**src/rtl/vec_mul_seq_ctrl_pkg.sv**
```systemverilog
`default_nettype none
// ============================================================================
// Module   : vec_mul_seq_ctrl_pkg
// Brief    : State encoding and row-width constant for the vec-mul sequencer.
// Revision : 1.0 - initial release
// ============================================================================
package vec_mul_seq_ctrl_pkg;

  typedef logic [2:0] state_t;

  localparam state_t S_IDLE    = 3'd0;
  localparam state_t S_WLOAD   = 3'd1;
  localparam state_t S_WSETTLE = 3'd2;
  localparam state_t S_STREAM  = 3'd3;
  localparam state_t S_DRAIN   = 3'd4;
  localparam state_t S_DONE    = 3'd5;

  localparam int PARTIAL_SUM_BW_DEF = 20;
  localparam int MATRIX_SIZE_DEF    = 8;
  localparam int ROW_W              = PARTIAL_SUM_BW_DEF * MATRIX_SIZE_DEF;

endpackage
`default_nettype wire

```
**src/rtl/vec_mul_seq_ctrl_valid_delay_line.sv**
```systemverilog
`default_nettype none
// ============================================================================
// Module   : valid_delay_line
// Brief    : DEPTH-deep 1-bit valid shift register with synchronous clear.
// Revision : 1.0 - initial release
// ============================================================================
module valid_delay_line #(
  parameter int DEPTH = 9
) (
  input  logic clk,
  input  logic i_clr_n,
  input  logic i_din,
  output logic o_tap,
  output logic o_any
);

  logic [DEPTH-1:0] r_sr;

  generate
    if (DEPTH == 1) begin : g_single
      always_ff @(posedge clk) begin
        if (!i_clr_n) r_sr <= '0;
        else          r_sr <= i_din;
      end
    end else begin : g_shift
      always_ff @(posedge clk) begin
        if (!i_clr_n) r_sr <= '0;
        else          r_sr <= {r_sr[DEPTH-2:0], i_din};
      end
    end
  endgenerate

  assign o_tap = r_sr[DEPTH-1];
  assign o_any = |r_sr;

endmodule
`default_nettype wire

```
**src/rtl/vec_mul_seq_ctrl.sv**
```systemverilog
`default_nettype none
// ============================================================================
// Module   : vec_mul_seq_ctrl
// Brief    : Weight-load / address-stream / result-write sequencer for vec_mul.
// Revision : 1.0 - initial release
// ============================================================================
module vec_mul_seq_ctrl
  import vec_mul_seq_ctrl_pkg::*;
#(
  parameter int ADDRESSSIZE    = 10,
  parameter int MATRIX_SIZE    = 8,
  parameter int PARTIAL_SUM_BW = 20,
  parameter int PIPE_LATENCY   = 9,
  parameter int W_LATENCY      = 2
) (
  input  logic                                   clk,
  input  logic                                   rstn,
  input  logic                                   start,
  input  logic                                   reuse_weights,
  input  logic [ADDRESSSIZE-1:0]                 src_base,
  input  logic [ADDRESSSIZE-1:0]                 dst_base,
  input  logic [ADDRESSSIZE-1:0]                 num_vecs,
  input  logic                                   fifo_empty,
  output logic                                   fifo_read_enable,
  output logic                                   weight_reload,
  output logic [ADDRESSSIZE-1:0]                 ub_address,
  input  logic [PARTIAL_SUM_BW*MATRIX_SIZE-1:0]  result_in,
  output logic                                   res_we,
  output logic [ADDRESSSIZE-1:0]                 res_address,
  output logic [PARTIAL_SUM_BW*MATRIX_SIZE-1:0]  res_data,
  output logic                                   busy,
  output logic                                   done,
  output logic                                   err_no_weights
);

  localparam logic [ADDRESSSIZE-1:0] c_addr_one   = {{(ADDRESSSIZE-1){1'b0}}, 1'b1};
  localparam logic [ADDRESSSIZE:0]   c_cnt_one    = {{ADDRESSSIZE{1'b0}}, 1'b1};
  localparam logic [4:0]             c_settle_one = 5'd1;
  localparam logic [4:0]             c_settle_len = 5'(W_LATENCY);

  state_t                 r_state;
  logic [ADDRESSSIZE-1:0] r_src;
  logic [ADDRESSSIZE-1:0] r_dst;
  logic [ADDRESSSIZE-1:0] r_num;
  logic [ADDRESSSIZE:0]   r_issue_cnt;
  logic [ADDRESSSIZE:0]   r_wr_cnt;
  logic [4:0]             r_settle_cnt;

  logic                   w_issue;
  logic                   w_tap;
  logic                   w_pipe_any;
  logic [ADDRESSSIZE:0]   w_num_ext;

  // An address is on ub_address in every STREAM cycle, so that is the issue strobe.
  assign w_issue   = (r_state == S_STREAM);
  assign w_num_ext = {1'b0, r_num};

  valid_delay_line #(
    .DEPTH (PIPE_LATENCY)
  ) u_valid_delay_line (
    .clk     (clk),
    .i_clr_n (rstn),
    .i_din   (w_issue),
    .o_tap   (w_tap),
    .o_any   (w_pipe_any)
  );

  always_ff @(posedge clk) begin
    if (!rstn) begin
      r_state          <= S_IDLE;
      r_src            <= '0;
      r_dst            <= '0;
      r_num            <= '0;
      r_issue_cnt      <= '0;
      r_wr_cnt         <= '0;
      r_settle_cnt     <= '0;
      fifo_read_enable <= 1'b0;
      weight_reload    <= 1'b0;
      ub_address       <= '0;
      res_we           <= 1'b0;
      res_address      <= '0;
      res_data         <= '0;
      busy             <= 1'b0;
      done             <= 1'b0;
      err_no_weights   <= 1'b0;
    end else begin
      fifo_read_enable <= 1'b0;
      weight_reload    <= 1'b0;
      done             <= 1'b0;
      err_no_weights   <= 1'b0;

      case (r_state)
        S_IDLE: begin
          if (start) begin
            r_src        <= src_base;
            r_dst        <= dst_base;
            r_num        <= num_vecs;
            r_issue_cnt  <= '0;
            r_wr_cnt     <= '0;
            r_settle_cnt <= '0;
            if (num_vecs == '0) begin
              r_state <= S_DONE;
              busy    <= 1'b1;
              done    <= 1'b1;
            end else if (reuse_weights) begin
              r_state <= S_WSETTLE;
              busy    <= 1'b1;
            end else if (fifo_empty) begin
              err_no_weights <= 1'b1;
            end else begin
              r_state          <= S_WLOAD;
              busy             <= 1'b1;
              fifo_read_enable <= 1'b1;
              weight_reload    <= 1'b1;
            end
          end
        end
        S_WLOAD: begin
          r_state <= S_WSETTLE;
        end
        S_WSETTLE: begin
          // W_LATENCY of 0 still costs one pass through this state.
          if ((r_settle_cnt + c_settle_one) >= c_settle_len) begin
            r_state     <= S_STREAM;
            ub_address  <= r_src;
            r_issue_cnt <= c_cnt_one;
          end else begin
            r_settle_cnt <= r_settle_cnt + c_settle_one;
          end
        end
        S_STREAM: begin
          if (r_issue_cnt == w_num_ext) begin
            r_state <= S_DRAIN;
          end else begin
            ub_address  <= ub_address + c_addr_one;
            r_issue_cnt <= r_issue_cnt + c_cnt_one;
          end
        end
        S_DRAIN: begin
          if ((r_wr_cnt == w_num_ext) && !w_pipe_any) begin
            r_state <= S_DONE;
            done    <= 1'b1;
          end
        end
        S_DONE: begin
          r_state <= S_IDLE;
          busy    <= 1'b0;
        end
        default: begin
          r_state <= S_IDLE;
          busy    <= 1'b0;
        end
      endcase

      res_we <= w_tap;
      if (w_tap) begin
        res_data    <= result_in;
        res_address <= r_dst + r_wr_cnt[ADDRESSSIZE-1:0];
        r_wr_cnt    <= r_wr_cnt + c_cnt_one;
      end
    end
  end

endmodule
`default_nettype wire

```
**config.mk**
```make
export PLATFORM = sky130hd
export DESIGN_NAME = vec_mul_seq_ctrl
export DESIGN_NICKNAME = d
export VERILOG_FILES = /design/src/rtl/vec_mul_seq_ctrl_pkg.sv /design/src/rtl/vec_mul_seq_ctrl_valid_delay_line.sv /design/src/rtl/vec_mul_seq_ctrl.sv
export SDC_FILE = /design/constraint.sdc
export NUM_CORES = 1
export LEC_CHECK = 0
export BUFFER_PORTS_ARGS = -buffer_cell sky130_fd_sc_hd__buf_2
export CAP_MARGIN = 0
export CORE_MARGIN = 1.5
export CORE_UTILIZATION = 45
export CTS_BUF_LIST = sky130_fd_sc_hd__clkbuf_16
export DETAILED_ROUTE_END_ITERATION = 7
export PLACE_DENSITY = 0.71
export RECOVER_POWER = 100
export SYNTH_ARGS = -nofsm -noshare
export SYNTH_HDL_FRONTEND = slang
export SYNTH_SLANG_ARGS = --single-unit
```
**constraint.sdc**
```tcl
create_clock -name clk -period 2.6 [get_ports clk]
set_input_delay 0.13 -clock clk [delete_from_list [all_inputs] [get_ports clk]]
set_output_delay 0.13 -clock clk [all_outputs]
set_load 0.02 [all_outputs]
```
; ---- Yosys cells after proc, flatten, opt, wreduce, memory -nomap -nowiden
; Cells that the tools add are included.
[classes]
addsub = 5
magnitude_cmp = 1
eq_ne = 13
n_mux = 31
bitwise = 4
n_reduce_logical = 19
[ops]
columns = cell, n
row1 = $mux 11, 5
row2 = $pmux 11 s3, 1
row3 = $add 11x1->11 const B, 2
row4 = $eq 11x10->1, 2
row5 = $mux 3, 7
row6 = $mux 10, 2
row7 = $pmux 10 s2, 1
row8 = $pmux 3 s5, 1
row9 = $ne 2x2->1 const B, 6
row10 = $add 10x1->10 const B, 1
row11 = $add 10x10->10, 1
row12 = $logic_not 10->1, 1
row13 = $mux 5, 2
row14 = $pmux 5 s2, 1
row15 = $mux 1, 9
row16 = $reduce_and 3->1, 3
row17 = $reduce_or 9->1, 1
row18 = $reduce_bool 2->1, 4
row19 = $eq 3x2->1 const B, 2
row20 = $add 5x1->5 const B, 1
row21 = $ge 5x2->1 const B, 1
row22 = $reduce_and 5->1, 1
row23 = $reduce_or 5->1, 1
row24 = $ne 4x4->1 const B, 1
row25 = other kinds (11), 16
[word_totals]
ff_bits = 254
inputBits = 195
elab_cells = 89

; ---- Logic depth before layout (Yosys ltp)
; Gate-level depths: netlist of run 1.
[logic_depth]
depth_word = 5
mapped_depth = 9

; ---- Hierarchy
; A second synthesis of run 1 with hierarchy kept.
[unflattened]
hier_cells = 1069
hier_area_um2 = 10149.7
[by_module_without_submodules]
columns = mod, instances, cells_each, area_each_um2, seq_area_each_um2
row1 = vec_mul_seq_ctrl, 1, 1047, 9892.0, 4904.7
row2 = valid_delay_line, 1, 22, 257.7, 180.2

; ---- Worst setup path before layout of run 1
; Ideal clock, no wire load.
[synth_path]
path_type = register to register
startpoint = register r_wr_cnt[0]
endpoint = register res_address[6]
setup_ns = 0.117
t_arrival_ns = 1.916
required_ns = 2.483
path_slack_ns = 0.567
path_stages_with_launch = 9
path_buffers = 0
period_less_slack_ns = 2.033
cell_sequence = dfxtp_1 ha_1 fa_1 a21o_1 a21oi_1 a2bb2oi_1 nor2b_1 xnor2_1 a22o_1
[synth_between]
elab_chain_len = 1
[synth_lines]
columns = element, line
row1 = from (decl), vec_mul_seq_ctrl.sv:46  ; logic [ADDRESSSIZE:0] r_wr_cnt;
row2 = from (signal assigned), vec_mul_seq_ctrl.sv:159  ; r_wr_cnt <= r_wr_cnt + c_cnt_one;
row3 = $add 10x10->10, vec_mul_seq_ctrl.sv:158  ; res_address <= r_dst + r_wr_cnt[ADDRESSSIZE-1:0];
row4 = to (signal assigned), vec_mul_seq_ctrl.sv:158
row5 = to (decl), vec_mul_seq_ctrl.sv:29  ; output logic [ADDRESSSIZE-1:0] res_address,
; No other way between the ends.
; A chain may end at the register's enable or synchronous reset.

; ---- Worst setup path in the final report of run 1
[layout_path]
startpoint = register r_issue_cnt[0]
endpoint = register r_issue_cnt[4]
[layout_between]
elab_chain_len = 3
word_cells_on_any_way = 6
classes_between = add/sub (1) / eq/ne (2) / mux (2) / reduce/logical (1)
[layout_lines]
columns = element, line
row1 = from (decl), vec_mul_seq_ctrl.sv:45  ; logic [ADDRESSSIZE:0] r_issue_cnt;
row2 = from (signal assigned), vec_mul_seq_ctrl.sv:126  ; r_issue_cnt <= c_cnt_one;
row3 = from (signal assigned), vec_mul_seq_ctrl.sv:136  ; r_issue_cnt <= r_issue_cnt + c_cnt_one;
row4 = $add 11x1->11 or $eq 11x10->1 (tied branches), "vec_mul_seq_ctrl.sv:136, vec_mul_seq_ctrl.sv:132"
row5 = $mux 11 or $ne 2x2->1 (tied branches), n/a
row6 = $pmux 11 s3 or $reduce_and 4->1 (tied branches), n/a
; Parallel ways exist; a longest one is shown, timed or not. The select of a mux whose other input is x is not followed.

==> results of run 1 <==
## worst max-delay path: stages, from the launching register on
cell	delay (ns)
dfxtp_1	0.37
xor2_1	0.18
nor4_1	0.62
a31oi_4	0.21
o21ai_2	0.43
nor2_1	0.11
mux2_2	0.28
## cell families after synthesis
group	after synthesis	share of synthesized area
AO/OA/AOI/OAI	122	0.0819
AND/OR/NAND/NOR	393	0.169
buffers and inverters	76	0.0323
XOR/XNOR	42	0.0359
flip-flops	254	0.496
multiplexers	169	0.166
adder cells (fa/ha/maj)	15	0.0190
## cell type report
cell class              count  area [µm²]
fillers                  1781        7530
flip-flops and latches    254        5080
multi-input cells         741        4790
repair buffers            595        3810
clock buffers              30         751
well taps                 285         357
clock inverters            21         145
inverters                   7        31.3
diodes                      1        2.50
## power groups by stage
stage               sequential, mW  clock [mW]  combinational, mW
global route                  4.27        4.11               1.98
floorplan                     4.32           0               1.14
detailed placement            4.33           0               1.55
CTS                           4.24        3.93               1.84
global placement              4.32           0               1.53
finish                        4.24        3.86               1.80
## routing by layer
layer | routed length, µm | part of all wire
met1 | 12800 | 0.39
met2 | 16300 | 0.50
met3 | 2200 | 0.067
met4 | 1420 | 0.043
met5 | 0 | 0
## flip-flops by register name, summed over array words and instances (netlist names)
name / cells
u_valid_delay_line.r_sr: 9
r_dst: 10
res_address: 10
res_data: 160
r_src: 10
r_settle_cnt: 5
err_no_weights: 1
r_wr_cnt: 11
r_num: 10
r_issue_cnt: 11
ub_address: 10
done: 1
r_state: 3
busy: 1
weight_reload: 1
res_we: 1
## synthesized netlist by cell type, drive strengths merged (8+ instances only)
| cell type | n |
|---|---|
| nand3 | 18 |
| buf | 28 |
| a21oi | 68 |
| dfxtp | 254 |
| xor2 | 24 |
| nand2 | 89 |
| nor2 | 214 |
| xnor2 | 18 |
| ha | 14 |
| and2 | 14 |
| nor3 | 14 |
| clkbuf | 41 |
| o21ai | 11 |
| nor4 | 8 |
| mux2i | 167 |
## how the worst min path moves through the flow
stage,startpoint,to,slack [ns],cells after the start
after global placement,fifo_empty,weight_reload,0.32,2
after CTS,start,done,0.05,4
after global routing,start,done,0.09,4
after detailed placement,fifo_empty,weight_reload,0.33,2
after floorplan,fifo_empty,weight_reload,0.20,1
final,start,done,0.07,4
## metrics by stage
stage	std cells	instance area [µm²]	hold slack (ns)	total power, mW	utilization
floorplan	1071	10300	0.202	5.46	-
global placement	1677	12300	0.322	5.85	0.548
detailed placement	1677	12300	0.327	5.88	0.548
CTS	1933	15300	0.0545	10.0	0.679
global route	1934	15000	0.0919	10.4	0.665
finish	1934	15000	0.0746	9.90	0.665
==> results.toml, run 1 <==
[layout]
drive_gt1_frac = 0.158
layout_commonest_cell = "dfxtp_1"
final_cell_mix = "dfxtp_1 (254), nor2_1 (214), dlygate4sd3_1 (205), buf_2 (193), clkbuf_1 (190)"
nets = 1837
area_delta_synth_final_pct = 46.1

[clock_network]
clkLatencyLatePin_ns = 0.54
cts_root_buffer = "clkbuf_16"
htreeDepth = 1
postCtsSetupBuffers = 0
cts_tree = "yes"
clkTransAtPathRegs_ns = 0.06
cts.sinks = 254
cts.path.max_buffers = 3
cts_resized = 0
holdBufCountCts = 205
cts_buffers = 28

[sta]
max_freq_mhz = 434
drv_slew = 0
max_slew_margin = 0.0836
grt_setup_unrepaired = "false"
finalSetupViolations = 0
finalHoldViolations = 0
period_minus_slack_ns = 2.30
fin_skew_ns = 0.0255
setup_slack_ns = 0.297
tns_ns = 0
tightest_slew_ns = 1.37
fin_crit_sh = 0.886

[setup_path]
critPathKind = "reg2reg"
endpoint = "r_issue_cnt[4]"
critPathArrivalTime_ns = 2.74
endpoint_kind = "flip-flop"
startpoint_type = "flip-flop"
rr_worst_depth = 6
r2r-end = "r_issue_cnt[4]"
critical_path.max_fanout = 12
required_ns = 3.03
cp-startpoint = "r_issue_cnt[0]"
rrSetupSlack_ns = 0.30
reg2reg_from = "r_issue_cnt[0]"

[min_path]
min_path_type = "in2reg"

[power_and_ir_drop]
power.density_nw_per_um2 = 661
peakVddDrop_mv = 0.426
p_int_mw = 7.10
leakagePower_nw = 5.86
power_frac_clock = 0.390
seqPwrFrac = 0.429
p_sw_mw = 2.80
comb_power_share = 0.182
netSwitchingFraction = 0.283

[routing]
wl_per_cell_um = 16.9
drtPass1Iterations = 4
drt-total-wl_um = 32800
ant_nets = 0
vias = 9915
drc = 0
vias_per_cell = 5.13
drtIter0Drc = 679

[logic_synthesis]
yosysWarningCount = 0
syn_area_um2 = 10300
synth_cells = 1071
ys_ff_latch = 254
synth_area_per_cell_um2 = 9.57
synth-edff-count = 0
synth.distinct_cells = 64
synthTopCellsByArea = "dfxtp_1 (50%), mux2i_1 (16%), nor2_1 (7.8%), nand2_1 (3.3%), a21oi_1 (3.1%)"
synth_top_area_frac = 0.496
synth_area_leader_cell = "dfxtp_1"
yosysSeqAreaShare = 0.496
ys.flop_type = "dfxtp_1"
synthesis.nets = 1281
ys_async_sr_fraction = 0

[grt]
grt_first_pass_wirelength_um = 51500
overflow = 0
busiest_layer = "met2"
grt.met1_usage = 0.291
gr-usage-met2 = 0.488
grt_usage = 0.267
grt_max_degree = 125
use_met3 = 0.0586
antenna_found_initial = 1
grt_pass1_vias = 10200

[outcome]
status = "finished clean"

[floorplanning]
num_io_pins = 381
core_area_um2 = 22500
num_rows = 55
fp.dieW_um = 154
die_area_um2 = 23700
die_h_um = 154
initial_core_util = 0.456

[placement]
gp_congestion = 0.854
io_buffers = 380
place_ws_ns = 0.424
dpl.hpwl_um = 18700

[job]
maxCapViolations = 0
Note: power is estimated with default switching activity, not from simulation.
==> inputs of run 2 (changes only) <==
--- a/config.mk
+++ b/config.mk
@@ -11,7 +11,7 @@
 export CORE_UTILIZATION = 45
 export CTS_BUF_LIST = sky130_fd_sc_hd__clkbuf_16
 export DETAILED_ROUTE_END_ITERATION = 7
-export PLACE_DENSITY = 0.71
+export PLACE_DENSITY = 0.74
 export RECOVER_POWER = 100
 export SYNTH_ARGS = -nofsm -noshare
 export SYNTH_HDL_FRONTEND = slang
==> run 2 against run 1 <==
The flow now finishes with violations (max-capacitance violations, max-slew violations). Critical path depth decreased by 3. Sequential power about the same. Sequential share of layout area increased by 0.28 points. Setup slack got worse by 0.051 ns. Fmax decreased by 2.2%. Utilization decreased by 0.54 points. Via count decreased by 0.75%. Sequential cell count unchanged. Largest cell class unchanged. Largest power group unchanged. Highest routed layer unchanged.
==> results.toml, run 2 (synthesized netlist as in run 1, its figures left out) <==
[placement]
io_buffers = 380
dp_cells = 1675
dpl.hpwl_um = 18500
gp_congestion = 0.872

[layout]
post-route-util = 0.660
layout_commonest_cell = "dfxtp_1"
drive_gt1_frac = 0.162
nets = 1823
area_delta_synth_final_pct = 44.9
largest_reg_flops = 160
final_cell_mix = "dfxtp_1 (254), nor2_1 (214), dlygate4sd3_1 (193), buf_2 (193), clkbuf_1 (187)"
regMostFlops = "res_data"
final_cells = 1918
biggestRegsByFlops = "res_data (160), r_issue_cnt (11), r_wr_cnt (11)"

[setup_path]
required_ns = 3.06
critPathKind = "reg2reg"
rrSetupSlack_ns = 0.25
reg2reg_from = "u_valid_delay_line.r_sr[8]"
startpoint_type = "flip-flop"
critPathArrivalTime_ns = 2.82
rr_worst_depth = 3
critical_path.max_fanout = 58
cp-startpoint = "u_valid_delay_line.r_sr[8]"
r2r-end = "r_wr_cnt[0]"
endpoint_kind = "flip-flop"
endpoint = "r_wr_cnt[0]"

[routing]
wl_per_cell_um = 17.2
drtPass1Iterations = 5
ant_nets = 0
drc = 0
vias_per_cell = 5.13
drt-total-wl_um = 33000
drtIter0Drc = 588
vias = 9841

[sta]
grt_setup_unrepaired = "false"
finalHoldViolations = 0
drv_slew = 190
fin_skew_ns = 0.00939
finalSetupViolations = 0
tns_ns = 0
max_slew_margin = -0.116
fin_crit_sh = 0.905
period_minus_slack_ns = 2.35
tightest_slew_ns = 1.67
whs_ns = 0.0640
max_freq_mhz = 425

[outcome]
status = "complete, but fails checks"
violations = "max-capacitance violations, max-slew violations"

[floorplanning]
die_area_um2 = 23700
num_io_pins = 381
fp.dieW_um = 154
num_rows = 55
core_area_um2 = 22500
die_h_um = 154
initial_core_util = 0.456

[power_and_ir_drop]
peakVddDrop_mv = 0.511
leakagePower_nw = 5.79
power.density_nw_per_um2 = 664
totalPowerFinal_mw = 9.87

[clock_network]
clkTransAtPathRegs_ns = 0.06
holdBufCountCts = 193
cts_buffers = 28
clkLatencyLatePin_ns = 0.53
postCtsSetupBuffers = 0
cts_root_buffer = "clkbuf_16"
htreeDepth = 1
cts_tree = "yes"
cts_resized = 0
cts.sinks = 254
cts.path.max_buffers = 3

[grt]
antenna_found_initial = 1
overflow = 0
grt_pass1_vias = 10200
grt_first_pass_wirelength_um = 51800
grt_usage = 0.267
grt_max_degree = 131

[job]
maxCapViolations = 2

[min_path]
min_path_type = "in2reg"
==> run 2: worst min-delay path by stage <==
stage / from / end / slack [ns] / cells after the start
after detailed placement: fifo_empty / weight_reload / 0.32 / 2
after CTS: start / done / 0.03 / 4
after global placement: fifo_empty / weight_reload / 0.32 / 2
after global routing: rstn / res_data[77] / 0.12 / 3
after floorplan: fifo_empty / weight_reload / 0.20 / 1
final: start / done / 0.06 / 4
==> run 2: per-stage QoR <==
step	worst slack (ns)	instance area, µm²
final	0.246	14900
after global routing	0.104	14900
after CTS	0.353	15100
after detailed placement	0.381	12300
after global placement	0.445	12300
after floorplan	0.567	10300
==> run 2: layout make-up <==
cell class	instances	area [µm²]
Antenna cell	1	2.50
Sequential cell	254	5080
Clock inverter	20	173
Fill cell	1755	7650
Multi-Input combinational cell	741	4810
Inverter	7	31.3
Tap cell	285	357
Timing Repair Buffer	581	3670
Clock buffer	29	726
==> run 2: layer usage <==
| layer | up-vias | global-route usage | share of wire | wire, µm |
|---|---|---|---|---|
| li1 | 4733 | - | - | - |
| met1 | 4621 | 0.296 | 0.39 | 13000 |
| met2 | 388 | 0.489 | 0.50 | 16500 |
| met3 | 99 | 0.0578 | 0.065 | 2130 |
| met4 | 0 | 0.121 | 0.041 | 1350 |
| met5 | - | 0 | 0 | 0 |
==> run 2: power by group <==
part           total, mW  leakage [nW]  internal (mW)  switching (mW)
Clock               3.88         0.457           2.30            1.58
Combinational       1.75          3.29          0.741            1.01
Sequential          4.24          2.05           4.06           0.183
Total               9.87          5.79           7.10            2.77
==> run 2: critical path, cell delays in order (launching register included) <==
cell      delay (ns)
dfxtp_1         0.47
clkbuf_2        1.27
mux2_2          0.43
nor2_1          0.08
==> inputs of run 3 (changes only) <==
--- a/config.mk
+++ b/config.mk
@@ -11,7 +11,7 @@
 export CORE_UTILIZATION = 45
 export CTS_BUF_LIST = sky130_fd_sc_hd__clkbuf_16
 export DETAILED_ROUTE_END_ITERATION = 7
-export PLACE_DENSITY = 0.74
+export PLACE_DENSITY = 0.81
 export RECOVER_POWER = 100
 export SYNTH_ARGS = -nofsm -noshare
 export SYNTH_HDL_FRONTEND = slang
==> run 3 against run 2 <==
The run now ends clean. Clock skew shrank 0.00086 ns. Sequential share of layout area rose by 0.14 points. Via count up 2.3%. Non-clock buffer count rose by 2. Largest power group unchanged. Critical path type unchanged. Register-to-register slack about the same. Utilization shrank 0.22 points. Die area did not move. Hold slack gained 0.023 ns. Clock power shrank 5.4%. Clock-buffer cell count is 2 lower.
==> results.toml, run 3 (synthesized netlist as in run 1, its figures left out) <==
[placement]
io_buffers = 380
dp_cells = 1677
dpl.hpwl_um = 19000
placed_area_um2 = 12300
place_ws_ns = 0.382
gp_congestion = 0.872

[grt]
overflow = 0
grt_max_degree = 115
grt_first_pass_wirelength_um = 52000
grt_pass1_vias = 10200
grt_usage = 0.270
antenna_found_initial = 2

[clock_network]
cts.sinks = 254
cts.path.max_buffers = 3
cts_resized = 0
cts_root_buffer = "clkbuf_16"
clkTransAtPathRegs_ns = 0.07
clkLatencyLatePin_ns = 0.51
postCtsSetupBuffers = 0
htreeDepth = 1
cts_buffers = 26
cts_tree = "yes"

[layout]
post-route-util = 0.658
largest_reg_flops = 160
regMostFlops = "res_data"
layout_commonest_cell = "dfxtp_1"
area_delta_synth_final_pct = 44.4
nets = 1823
final_cells = 1918
drive_gt1_frac = 0.159
final_cell_mix = "dfxtp_1 (253), nor2_1 (214), buf_2 (194), dlygate4sd3_1 (193), clkbuf_1 (188)"
stdcell_area_um2 = 14800
biggestRegsByFlops = "res_data (160), r_issue_cnt (11), r_wr_cnt (11)"

[routing]
drt-total-wl_um = 33700
vias_per_cell = 5.25
wl_per_cell_um = 17.6
vias = 10100
drc = 0
drtIter0Drc = 765
ant_nets = 0
drtPass1Iterations = 8

[sta]
grt_setup_unrepaired = "false"
fin_crit_sh = 0.905
tightest_slew_ns = 1.40
max_freq_mhz = 425
setup_slack_ns = 0.248
whs_ns = 0.0871
drv_slew = 0
period_minus_slack_ns = 2.35
fin_skew_ns = 0.00853
finalSetupViolations = 0
finalHoldViolations = 0
max_slew_margin = 0.0648
tns_ns = 0

[power_and_ir_drop]
p_sw_mw = 2.70
peakVddDrop_mv = 0.460
seqPwrFrac = 0.439
p_int_mw = 6.96
totalPowerFinal_mw = 9.66
power.density_nw_per_um2 = 652
netSwitchingFraction = 0.280
leakagePower_nw = 5.79
comb_power_share = 0.180
power_frac_clock = 0.380

[floorplanning]
die_h_um = 154
initial_core_util = 0.456
num_io_pins = 381
num_rows = 55
core_area_um2 = 22500
fp.dieW_um = 154
die_area_um2 = 23700

[setup_path]
startpoint_type = "flip-flop"
rrSetupSlack_ns = 0.25
rr_worst_depth = 7
critPathMaxStageDelay_ns = 0.61
critPathArrivalTime_ns = 2.77
critPathKind = "reg2reg"
reg2reg_from = "r_settle_cnt[0]"
r2r-end = "ub_address[2]"
required_ns = 3.02
critical_path.max_fanout = 9
slowest_stage = "a211oi_2"
cp_cell_sequence = "ha_1 -> nand3_1 -> xor2_1 -> and4_1 -> a211oi_2 -> o21ai_0 -> a31o_1"
endpoint_kind = "flip-flop"

[min_path]
min_path_cells = 3
min_path_type = "in2reg"
worstHoldStart = "rstn"
hold_path_end = "r_issue_cnt[1]"

[job]
maxCapViolations = 0

[outcome]
status = "finished clean"
[run 3: cell count changes in the layout (fill, tap and decap cells not counted), moves of 2 or more]
cell	change
and2_0	-4
and2_1	+4
clkbuf_16	-2
inv_1	+2
o21ai_0	+2
[run 3: how the worst max path moves through the flow]
stage,from,end,slack [ns],depth (start not counted)
finish,r_settle_cnt[0],ub_address[2],0.25,7
CTS,r_settle_cnt[0],r_issue_cnt[6],0.37,7
global placement,r_wr_cnt[0],res_address[6],0.45,8
global route,r_settle_cnt[0],ub_address[2],0.13,7
detailed placement,r_wr_cnt[0],res_address[6],0.38,8
floorplan,r_wr_cnt[0],res_address[6],0.57,8
[run 3: area by class of cell]
| class | count | area (µm²) |
|---|---|---|
| multi-input cells | 741 | 4790 |
| clock buffers | 27 | 676 |
| repair buffers | 583 | 3690 |
| fillers | 1767 | 7700 |
| flip-flops and latches | 254 | 5090 |
| inverters | 7 | 31.3 |
| well taps | 285 | 357 |
| clock inverters | 19 | 159 |
| diodes | 2 | 5.00 |
[run 3: worst max-delay path, delay by kind of cell (launching register included)]
kind                       cells  cell delay (ns)
and+or+nand+nor                2             0.40
AOI/OAI and AO/OA              3             1.06
xor gates and xnor gates       1             0.18
DFF                            1             0.39
adders and majority gates      1             0.22
[run 3: what timing repair did]
item / in CTS / in global routing
endpoints found under the hold margin: 193 / 0
endpoints found under the setup margin: 0 / 0
hold buffers: 193 / 0
[run 3: layer usage]
layer  routed length, µm  global-route usage  up-vias
li1                    -                   -     4725
met1               12800               0.292     4739
met2               16800               0.489      469
met3                2490              0.0747      139
met4                1570               0.128        0
met5                   0                   0        -
[run 3: power groups by stage]
stage | Combinational [mW] | Clock [mW] | Sequential, mW
floorplan | 1.14 | 0 | 4.32
global placement | 1.52 | 0 | 4.31
detailed placement | 1.56 | 0 | 4.32
CTS | 1.80 | 3.73 | 4.24
global route | 1.91 | 3.88 | 4.26
finish | 1.74 | 3.67 | 4.24
